## config.mk

```make
export PLATFORM = sky130hd
export DESIGN_NAME = step_cnt_gen
export DESIGN_NICKNAME = d
export VERILOG_FILES = /design/src/rtl/step_cnt_gen.sv
export SDC_FILE = /design/constraint.sdc
export NUM_CORES = 1
export LEC_CHECK = 0
export CORE_MARGIN = 1
export CORE_UTILIZATION = 42
export DETAILED_ROUTE_END_ITERATION = 8
export DONT_BUFFER_PORTS = 1
export MAX_ROUTING_LAYER = met4
export PLACE_DENSITY = 0.54
export SLEW_MARGIN = 20
export SYNTH_ARGS = -nofsm -noshare
export SYNTH_HDL_FRONTEND = slang
export SYNTH_SLANG_ARGS = --single-unit
```

## constraint.sdc

```tcl
create_clock -name clk -period 3.9 [get_ports clk]
set_input_delay 0.39 -clock clk [delete_from_list [all_inputs] [get_ports clk]]
set_output_delay 0.39 -clock clk [all_outputs]
set_load 0.02 [all_outputs]
```

## src/rtl/step_cnt_gen.sv

```systemverilog
// Step counter: adds step_r per accepted advance, modulo L (or saturating at L-1 with STEP_CNT_GEN_SAT_EN).
// Latency 1: dout/dout_vld/wrap/cfg_err are registered one cycle after the triggering input.
// No backpressure: every din_vld cycle is accepted unless cfg_load is high in the same cycle.
module step_cnt_gen #(
  parameter int DATA_W    = 8,
  parameter int STEP_W    = 8,
  parameter int STEP_DEF  = 2,
  parameter int LIMIT_DEF = 200
) (
  input  logic              clk,
  input  logic              rst_n,
  input  logic              cfg_load,
  input  logic [STEP_W-1:0] cfg_step,
  input  logic [DATA_W-1:0] cfg_limit,
  input  logic              din_vld,
  output logic [DATA_W-1:0] dout,
  output logic              dout_vld,
  output logic              wrap,
  output logic              cfg_err
);

  localparam int LIM_W = DATA_W + 1;
  localparam int SUM_W = DATA_W + 2;
  localparam int CMP_W = ((STEP_W > LIM_W) ? STEP_W : LIM_W) + 1;

  if (!(STEP_DEF >= 0 && STEP_DEF < LIMIT_DEF && 64'(LIMIT_DEF) <= (64'd1 << DATA_W))) begin : g_param_chk
    $error("step_cnt_gen: parameters must satisfy STEP_DEF < LIMIT_DEF <= 2**DATA_W");
  end

  logic [STEP_W-1:0] step_q, step_d;
  logic [LIM_W-1:0]  limit_q, limit_d;
  logic [DATA_W-1:0] cnt_q, cnt_d;
  logic [DATA_W-1:0] dout_q, dout_d;
  logic              dout_vld_q, dout_vld_d;
  logic              wrap_q, wrap_d;
  logic              cfg_err_q, cfg_err_d;

  logic [LIM_W-1:0]  lim_new;
  logic              cfg_ok;
  logic [SUM_W-1:0]  sum;
  logic [SUM_W-1:0]  lim_ext;
`ifdef STEP_CNT_GEN_SAT_EN
  logic [DATA_W-1:0] top;
`endif

  always_comb begin
    step_d     = step_q;
    limit_d    = limit_q;
    cnt_d      = cnt_q;
    dout_d     = dout_q;
    dout_vld_d = 1'b0;
    wrap_d     = 1'b0;
    cfg_err_d  = 1'b0;

    // A zero cfg_limit stands for the full 2^DATA_W range.
    lim_new = {1'b0, cfg_limit};
    if (cfg_limit == '0) begin
      lim_new = {1'b1, {DATA_W{1'b0}}};
    end
    cfg_ok  = CMP_W'(cfg_step) < CMP_W'(lim_new);
    sum     = SUM_W'(cnt_q) + SUM_W'(step_q);
    lim_ext = SUM_W'(limit_q);
`ifdef STEP_CNT_GEN_SAT_EN
    top     = limit_q[DATA_W-1:0] - DATA_W'(1);
`endif

    if (cfg_load) begin
      if (cfg_ok) begin
        step_d  = cfg_step;
        limit_d = lim_new;
        cnt_d   = '0;
      end else begin
        cfg_err_d = 1'b1;
      end
    end else if (din_vld) begin
      dout_d     = cnt_q;
      dout_vld_d = 1'b1;
`ifdef STEP_CNT_GEN_SAT_EN
      if (sum >= lim_ext) begin
        cnt_d = top;
      end else begin
        cnt_d = DATA_W'(sum);
      end
      // cnt_q is always below L, so cnt_q != top means the count arrives at L-1 from below.
      wrap_d = (cnt_q != top) && (cnt_d == top);
`else
      if (sum >= lim_ext) begin
        cnt_d  = DATA_W'(sum - lim_ext);
        wrap_d = 1'b1;
      end else begin
        cnt_d = DATA_W'(sum);
      end
`endif
    end
  end

  always_ff @(posedge clk) begin
    if (!rst_n) begin
      step_q     <= STEP_W'(STEP_DEF);
      limit_q    <= LIM_W'(LIMIT_DEF);
      cnt_q      <= '0;
      dout_q     <= '0;
      dout_vld_q <= 1'b0;
      wrap_q     <= 1'b0;
      cfg_err_q  <= 1'b0;
    end else begin
      step_q     <= step_d;
      limit_q    <= limit_d;
      cnt_q      <= cnt_d;
      dout_q     <= dout_d;
      dout_vld_q <= dout_vld_d;
      wrap_q     <= wrap_d;
      cfg_err_q  <= cfg_err_d;
    end
  end

  assign dout     = dout_q;
  assign dout_vld = dout_vld_q;
  assign wrap     = wrap_q;
  assign cfg_err  = cfg_err_q;

endmodule

```

# Word-level counts from Yosys, hierarchy flattened
# Cells that the tools add are included.
dict set report totals {
  reg_bits 36
  input_bits 20
  out_inout_bits 11
  word_cells 31
}
dict set report op_classes {
  add_sub_neg 2
  magnitude_cmp 2
  n_eq_ne 1
  mux 8
  bitwise 3
  n_reduce_logical 8
}
# operator n
set op_table {}
lappend op_table {{8-bit 2-to-1 mux} 4}
lappend op_table {{8-bit by 8-bit adder with 9-bit output} 1}
lappend op_table {{9-bit greater-or-equal comparator} 1}
lappend op_table {{8-bit by 9-bit < comparator with 1-bit output} 1}
lappend op_table {{9-bit 2-to-1 mux} 1}
lappend op_table {{8-bit logical NOT} 1}
lappend op_table {{2-bit AND reduction} 4}
lappend op_table {{8-bit subtractor} 1}
lappend op_table {{1-bit 2-to-1 mux} 3}
lappend op_table {{1-bit NOT} 3}
lappend op_table {{3-bit OR reduction} 1}
lappend op_table {{2-bit by 1-bit inequality test with 1-bit output (second input constant)} 1}
lappend op_table {{2-bit nonzero test} 1}
lappend op_table {{2-bit OR reduction} 1}

# Depth between registers and ports, before layout
# Gate-level depths: netlist (run 1).
dict set report logic_depth {
  ltp_word 5
  mapped_depth 14
  ltp_nobuf 14
}

# Worst setup path after synthesis (run 1)
# No wires, ideal clock.
dict set report synth_timing {
  path_type {flip-flop to flip-flop}
  start {register step_q[0]}
  end {register cnt_q[6]}
  setup_time_ns 0.117
  arrival_time_ns 3.170
  required_time_ns 3.783
  slack_ns 0.613
  path_stages_with_launch 14
  path_buffers 0
  synth_period_minus_slack_ns 3.287
  cell_sequence {dfxtp_1 -> ha_1 -> fa_1 -> a21oi_1 -> o21ai_0 -> o311a_1 -> nor3_1 -> ha_1 -> a21o_1 -> a21o_1 -> a21oi_1 -> nand2_2 -> or2_1 -> a32o_1}
}
dict set report synth_between {
  elab_chain_len 5
  word_cells_on_any_way 6
  cone_classes {2 x add/sub; 1 x order compare; 3 x mux}
}
# element line
set synth_lines {}
lappend synth_lines {{start, declared} 30} ;# logic [STEP_W-1:0] step_q, step_d;
lappend synth_lines {{start signal, assigned} 99} ;# step_q <= STEP_W'(STEP_DEF);
lappend synth_lines {{start signal, assigned} 107} ;# step_q <= step_d;
lappend synth_lines {{8-bit by 8-bit adder with 9-bit output *} 61} ;# sum = SUM_W'(cnt_q) + SUM_W'(step_q);
lappend synth_lines {{8-bit subtractor / 9-bit greater-or-equal comparator (equally long branches)} {88, 87}}
lappend synth_lines {{8-bit 2-to-1 mux *} 87} ;# if (sum >= lim_ext) begin
lappend synth_lines {{8-bit 2-to-1 mux *} 75} ;# end else if (din_vld) begin
lappend synth_lines {{8-bit 2-to-1 mux *} 67} ;# if (cfg_load) begin
lappend synth_lines {{end signal, assigned} 109} ;# cnt_q <= cnt_d;
lappend synth_lines {{end, declared} 32} ;# logic [DATA_W-1:0] cnt_q, cnt_d;
# Every way passes the cells marked *; elsewhere a longest branch is shown, timed or not. The select of a mux whose other input is x is not followed.
# A chain may end at the register's enable or synchronous reset.

# Final worst setup path (run 1)
dict set report layout_timing {
  start {register cnt_q[0]}
  end {register cnt_q[6]}
}
dict set report layout_between {
  elab_chain_len 5
  word_cells_on_any_way 6
  cone_classes {2 x add/sub; 1 x order compare; 3 x mux}
}
# element line
set layout_lines {}
lappend layout_lines {{8-bit by 8-bit adder with 9-bit output *} 61}
lappend layout_lines {{8-bit subtractor / 9-bit greater-or-equal comparator (equally long branches)} {88, 87}}
lappend layout_lines {{8-bit 2-to-1 mux *} 87}
lappend layout_lines {{8-bit 2-to-1 mux *} 75}
lappend layout_lines {{8-bit 2-to-1 mux *} 67}
# Marked as above.

==> results.txt, run 1 <==
The flow ran to the end, and the final reports show no timing, DRC or antenna violations. The minimum clock period is 3.60 ns. The count of final max-slew check failures is 0, and the number of fill cells is 535. The slowest stage of the critical path belongs to the cell sky130_fd_sc_hd__fa_1. In this run the deepest clock path goes through 2 buffers. Main combinational cell family by area after synthesis: simple AND/OR/NAND/NOR gates. The routing usage on met2 is 0.282, and the power share of the combinational group is 0.266. The post-synthesis adder-cell area fraction came out at 0.148.

The antenna diode count is 0, and the sequential cell fraction of total power is 0.452. The tools report the number of sinks on the clock net as 36. The worst-case IR drop observed on VDD is 0.170 mV. Walking the worst path, the cells encountered are ha_1, fa_1, a21oi_1, o21ai_0, o311a_1, nor3_1, ha_1, a21o_1, a21o_1, a21oi_1, nand2_2, or2_1, a32o_1.

The half-perimeter wire length after detailed placement came out at 4.05 mm. The die covers 5790 µm². Counting flops with a built-in enable in the synthesized netlist gives 0.

STA classifies the critical path endpoint as a flip-flop. Clock-pin slew was measured on the worst setup and hold paths at 0.07 ns. The tightest min-delay check is of the input pin to flip-flop type.

Via count normalized by instance count: 5.38. The library cell used most frequently in the layout, excluding fill and tap cells, is sky130_fd_sc_hd__nand2_1. The data required time at the worst endpoint is 4.08 ns.

The internal power of the cells totals 613 µW. At the pin with the least slew margin, the transition time is 0.831 ns. Yosys attributes the largest share of cell area to sky130_fd_sc_hd__dfxtp_1, sky130_fd_sc_hd__ha_1, sky130_fd_sc_hd__nand2_1. The data arrival time at the worst-slack endpoint came out at 3.78 ns. The count of input and output buffers is 0. The final clock period utilization by the worst path is 0.923. The tools report the number of warnings printed during yosys synthesis as 0.

The tools report the residual antenna-violating net count after detailed routing as 0. The setup violation total in the final timing report is 0. The count of unique library cells instantiated by Yosys was 45; the minimum setup slack in the final design was 0.300 ns. The DRC marker count from the first detailed-route iteration was 87; the post-synthesis instance area was 2310 µm².

The clock reaches the later pin of the worst-skew pair after 0.28 ns. The critical path startpoint category was a flip-flop. In this run the vertical extent of the chip is 76.1 µm. The number of antenna violations at the first check in global routing was 0; the placer's final routability congestion estimate was 0.895. The multiplexer share of the synthesized area was 0.0830; the worst clock skew on the final layout was 0.00345 ns.

The met1 demand-to-capacity share in global routing was 0.271. The final non-filler cell area was 2400 µm². The mean routed wirelength per cell was 15.4 µm; the relative contribution of the clock network to total power was 0.282. The start-to-end type of the worst setup path was flip-flop to flip-flop. Compared with the post-synthesis result, the final layout area differs by 4.18%. In this run the most used layer during global routing was met2. The routed layout has 1809 vias.

In this run the power density over the cells is 370 nW/µm². Global routing finished with a remaining overflow of 0. Averaged over all synthesized cells, the footprint is 8.58 µm².

The library cells used most frequently in the layout, excluding fill and tap cells, are sky130_fd_sc_hd__nand2_1, sky130_fd_sc_hd__dfxtp_1, sky130_fd_sc_hd__ha_1, sky130_fd_sc_hd__inv_1, sky130_fd_sc_hd__mux2i_1. The fraction of synthesis flops using an asynchronous set or reset pin came out at 0. For this run, design rule violations remaining after detail routing come to 0. Hold repair after CTS inserted 0 buffers. The tools report the share of synthesized area occupied by flip-flops and latches as 0.312.

The instance area at placement is 2330 µm². Setup repair after global routing left no endpoint under its margin. The run gives 0.195 as the aggregate global-route resource usage.

Biggest fanout along the worst timing path: 8. Cell count after synthesis: 269. The xor and xnor area share after synthesis was 0.0304. TritonCTS created 5 clock buffers. The number of endpoints with negative hold slack in the final report was 0. 31 I/O pins were placed. The area of the core was 5200 µm²; the die width was 76.1 µm.

Fraction of the mapped netlist area in compound gates: 0.178. The synthesized design contains 36 register bits. The simple-gate share of the synthesized area is 0.185, and the leakage component of the power is 1.05 nW. In the final design database the tool counted 312 nets. TritonCTS built the clock tree. Maximum number of pins on one net before global-route repair: 41.

Once the clock tree was built, the resizer swapped 0 gates to a different size. After floorplanning, the core was divided into 26 placement rows. Summed over all nets, the switching power comes to 277 µW. The first detailed-routing pass ran for 4 iterations. For the number of nets produced by synthesis, the log shows 315. Most used flip-flop cell after synthesis: sky130_fd_sc_hd__dfxtp_1. The tools report the setup TNS as 0 ns. The final wirelength was 5.19 mm.

The worst slew slack as a fraction of its limit was 0.446; the initial cell density of the core was 0.443. Fraction of final layout cells sized beyond drive strength 1: 0.0451. The switching share of total power works out to 0.311. The number of global-route vias before repair was 1735; the first-pass GRT wire length was 8.60 mm.

Max-cap violations in this run came to 0. For this run, the top clock speed supported by timing is 278 MHz. The met3 capacity usage during global routing was 0.0371; the total number of H-tree levels was 2. The buffers inserted during post-CTS setup optimization was 0. The synthesized design spends more area on one cell type than any other, namely sky130_fd_sc_hd__dfxtp_1.

The portion of synthesized cell area occupied by the leading cell type is 0.312, and the stage delay of the slowest cell on the critical path is 0.41 ns. The fraction of the core area covered by cells at the end of the flow is 0.462, and the setup slack at placement is 0.326 ns. In this run the clock root is driven by a sky130_fd_sc_hd__clkbuf_8.
## kinds of logic after synthesis
| logic type | after synthesis |
|---|---|
| simple gates | 94 |
| flops | 36 |
| xor+xnor | 8 |
| fa+ha+maj | 26 |
| buf+inv | 31 |
| compound gates | 55 |
| mux | 19 |
## Yosys cell counts, types with 2 or more instances
library cell,instances
sky130_fd_sc_hd__inv_1,21
sky130_fd_sc_hd__nand4_1,2
sky130_fd_sc_hd__fa_1,2
sky130_fd_sc_hd__xor2_1,2
sky130_fd_sc_hd__mux2i_1,18
sky130_fd_sc_hd__o2bb2ai_1,4
sky130_fd_sc_hd__o211ai_1,7
sky130_fd_sc_hd__o2111ai_1,3
sky130_fd_sc_hd__clkbuf_1,7
sky130_fd_sc_hd__a21oi_1,8
sky130_fd_sc_hd__nor2b_1,3
sky130_fd_sc_hd__nor2_1,10
sky130_fd_sc_hd__buf_6,2
sky130_fd_sc_hd__nand2_1,49
sky130_fd_sc_hd__o21ai_0,4
sky130_fd_sc_hd__nor3_1,6
sky130_fd_sc_hd__nand2b_1,7
sky130_fd_sc_hd__a21o_1,5
sky130_fd_sc_hd__o21a_1,2
sky130_fd_sc_hd__dfxtp_1,36
sky130_fd_sc_hd__xnor2_1,6
sky130_fd_sc_hd__ha_1,24
sky130_fd_sc_hd__nand3_1,8
sky130_fd_sc_hd__nor4_1,3
sky130_fd_sc_hd__a22o_1,2
sky130_fd_sc_hd__a21boi_0,9
## per-stage QoR
stage	std cells	total power [mW]	hold WS, ns
floorplan	269	0.611	0.435
global placement	329	0.648	0.444
detailed placement	329	0.645	0.452
CTS	336	0.898	0.189
global route	336	0.944	0.183
finish	336	0.889	0.200
## layer usage
metal / share of wire / vias up
met5: 0 / -
met3: 0.037 / 8
met2: 0.43 / 36
li1: - / 935
met4: 0.020 / 0
met1: 0.51 / 830
## power groups by stage
stage	Clock [mW]	Combinational (mW)	Sequential, mW
floorplan	0	0.205	0.406
finish	0.251	0.236	0.402
detailed placement	0	0.234	0.411
global placement	0	0.237	0.410
global route	0.275	0.266	0.404
CTS	0.260	0.236	0.402
## flip-flops by register name (all words and copies together) (netlist names)
signal    flops
step_q        8
dout_vld      1
cfg_err       1
wrap          1
limit_q       9
dout          8
cnt_q         8
## worst max-delay path: cells and delay by family (launching register included)
| kind | cells | cell delay, ns |
|---|---|---|
| AOI/OAI and AO/OA | 7 | 1.46 |
| adders and majority gates | 3 | 0.95 |
| and+or+nand+nor | 3 | 0.76 |
| DFF | 1 | 0.33 |
## path summary, 6_finish.rpt
| kind | start | end | slack [ns] | cells past startpoint |
|---|---|---|---|---|
| hold reg to reg | limit_q[5] | limit_q[5] | 0.46 | 2 |
| setup / recovery | cnt_q[0] | cnt_q[6] | 0.30 | 13 |
| hold / removal | rst_n | step_q[1] | 0.20 | 1 |
| setup reg to reg | cnt_q[0] | cnt_q[6] | 0.30 | 13 |
## cell type report
type	count	area, µm²	area share
Inverter	21	78.8	0.0328
Sequential cell	36	721	0.300
Clock inverter	1	5.00	0.00208
Clock buffer	6	72.6	0.0302
Multi-Input combinational cell	202	1440	0.599
Tap cell	70	87.6	0.0364
(Power assumes the default switching activity.)
==> run 2: changes to the inputs <==
CTS_CLUSTER_SIZE = 16   (was default)
==> results of run 2 <==
Final layout, timing and power as in run 1 (identical DEF).
==> run 3: changes to the inputs <==
GPL_TIMING_DRIVEN = 0   (was default)
REMOVE_ABC_BUFFERS = 1   (was default)
==> results.txt, run 3 (synthesis gave the netlist of run 1 again) <==
The tools report the number of global-route vias before repair as 1736. The run gives 0.29 ns as the clock latency reported for the late side of the worst-skew pair. The fraction of final layout cells sized beyond drive strength 1 is 0.0522.

Internal power comes to 616 µW. Before CTS, the worst setup slack after placement is 0.190 ns. The area of the die came out at 5790 µm². The start-to-end type of the worst setup path was flip-flop to flip-flop. The run gives 3.90 mm as the half-perimeter wire length after detailed placement. In the final timing run, aggregate negative setup slack is 0 ns. The clock period could shrink to 3.60 ns. Of all nets on the critical path, the largest fanout is 6. The count of final max-slew check failures is 0, and the data required time at the worst endpoint is 4.08 ns.

The measured slew at the worst slew-check pin was 0.847 ns; the final clock period utilization by the worst path was 0.924. The worst slew slack as a fraction of its limit is 0.436. For this design the static power due to leakage is 1.07 nW. The worst-case IR drop observed on VDD is 0.182 mV. The worst hold path class is input pin to flip-flop. The number of endpoints with negative hold slack in the final report is 0, and the minimum setup slack in the final design is 0.298 ns.

The top cell types in the final layout, fill and taps aside, are sky130_fd_sc_hd__nand2_1, sky130_fd_sc_hd__dfxtp_1, sky130_fd_sc_hd__ha_1, sky130_fd_sc_hd__inv_1, sky130_fd_sc_hd__mux2i_1. The worst setup path is captured at a flip-flop. Before antenna repair, the detailed router went through 4 iterations.

The die is 76.1 µm tall. The power share of the combinational group was 0.263. Data arrives at the worst endpoint at 3.79 ns.

In this run the count of I/O pins placed on the die edge is 31. The congestion estimate from routability-driven global placement came to 0.803. For this block, the routed nets add up to 5.11 mm of wire. Buffers inserted to repair hold after CTS numbered 0. The run gives 0 as the number of antenna violations at the first check in global routing. The cell sitting at the root of the clock tree is a sky130_fd_sc_hd__clkbuf_8.

The count of nets left with antenna violations once routing finished came out at 0. Setup repair after global routing left no endpoint under its margin. The H-tree generated during clock tree synthesis spans 2 levels. The die width was 76.1 µm. The worst setup path is launched from a flip-flop. Relative contribution of the clock network to total power: 0.287. Dividing the detail-routed via count by the number of cells gives 5.37.

Buffers placed on the I/O ports in this run total 0. The switching share of total power is 0.311. The tool flagged a number of max-cap violations equal to 0.

The core region is 5200 µm². Dividing total power by cell area gives a power density of 368 nW/µm². The run finished with clean final reports.

Sequential cell fraction of total power: 0.450. The switching power was 278 µW. The number of clock buffers added by TritonCTS is 5.

The leading cell type in the layout, fill and taps excluded was sky130_fd_sc_hd__nand2_1. After detailed routing, the number of remaining DRC violations is 0. The tools report the maximum number of pins on one net before global-route repair as 41. The most flop-heavy register was limit_q. The register with the most flip-flops in the layout has 9 of them.

Initial cell density of the core: 0.443. In the final routed layout, each cell accounts on average for 15.1 µm. For the final database, setup skew stands at 0.00456 ns.

Setup violations remaining at the end of the flow were counted as 0. The via count of the routed design was 1816. Static timing analysis puts the maximum clock frequency at 278 MHz. TritonCTS built the clock tree. CTS saw 36 sinks.

Clock-pin slew was measured on the worst setup and hold paths at 0.07 ns. The first global-routing pass estimated 8.37 mm of wire. In this run the core area contains 26 standard-cell rows.

Post-layout net count: 314. The number of antenna diodes in the final layout is 0. The total grt overflow is 0, and the area overhead of the layout relative to synthesis is 5.37%.

The run gives 0.193 as the aggregate global-route resource usage. The maximum clock insertion buffer count was 2. The DRC marker count from the first detailed-route iteration was 57.
run 3: per-layer routing:
layer / wire, µm / vias up / GRT usage
met1: 2500 / 839 / 0.246
met4: 68 / 0 / 0.0692
li1: - / 937 / -
met3: 222 / 8 / 0.0455
met5: 0 / - / -
met2: 2320 / 32 / 0.300
run 3: final timing paths:
kind,from,endpoint,slack (ns),depth (start not counted)
max,cnt_q[0],cnt_q[0],0.30,14
min,rst_n,limit_q[6],0.20,1
min reg2reg,limit_q[2],limit_q[2],0.46,2
max reg2reg,cnt_q[0],cnt_q[0],0.30,14
run 3: power by group through the flow:
| stage | registers [mW] | clock network, mW | logic (mW) |
|---|---|---|---|
| 2_1_floorplan | 0.406 | 0 | 0.190 |
| 3_3_place_gp | 0.411 | 0 | 0.228 |
| 3_5_place_dp | 0.411 | 0 | 0.229 |
| 4_1_cts | 0.403 | 0.264 | 0.231 |
| 5_1_grt | 0.405 | 0.286 | 0.265 |
| 6_report | 0.403 | 0.256 | 0.236 |
run 3: cell type report:
| class | count | area, µm² |
|---|---|---|
| Timing Repair Buffer | 2 | 27.5 |
| Clock inverter | 1 | 5.00 |
| Multi-Input combinational cell | 202 | 1440 |
| Fill cell | 541 | 2770 |
| Inverter | 21 | 78.8 |
| Tap cell | 70 | 87.6 |
| Sequential cell | 36 | 721 |
| Clock buffer | 6 | 72.6 |
run 3: per-stage QoR:
step	instance area (µm²)	utilization	total power, mW	instances	hold slack, ns
floorplan	2240	-	0.595	259	0.435
global placement	2330	0.447	0.639	329	0.448
detailed placement	2330	0.447	0.640	329	0.455
CTS	2400	0.462	0.898	336	0.185
global route	2430	0.467	0.956	338	0.187
finish	2430	0.467	0.894	338	0.197
run 3: worst max-delay path: stages, from the launching register on:
cell and delay, ns:
sky130_fd_sc_hd__dfxtp_1 0.36, sky130_fd_sc_hd__ha_1 0.23, sky130_fd_sc_hd__fa_1 0.40, sky130_fd_sc_hd__a21oi_1 0.17, sky130_fd_sc_hd__o21ai_0 0.15, sky130_fd_sc_hd__o311a_1 0.34, sky130_fd_sc_hd__nor3_1 0.30, sky130_fd_sc_hd__ha_1 0.35
sky130_fd_sc_hd__a21o_1 0.20, sky130_fd_sc_hd__a21o_1 0.16, sky130_fd_sc_hd__a21oi_1 0.24, sky130_fd_sc_hd__nand2_2 0.13, sky130_fd_sc_hd__buf_12 0.17, sky130_fd_sc_hd__mux2i_1 0.11, sky130_fd_sc_hd__a22o_1 0.18
run 3: what timing repair did:
| item | CTS | global route |
|---|---|---|
| setup buffers | 0 | 2 |
| hold endpoints to repair | 0 | 0 |
| endpoints found under the setup margin | 0 | 1 |
| gates resized for setup | 0 | 0 |
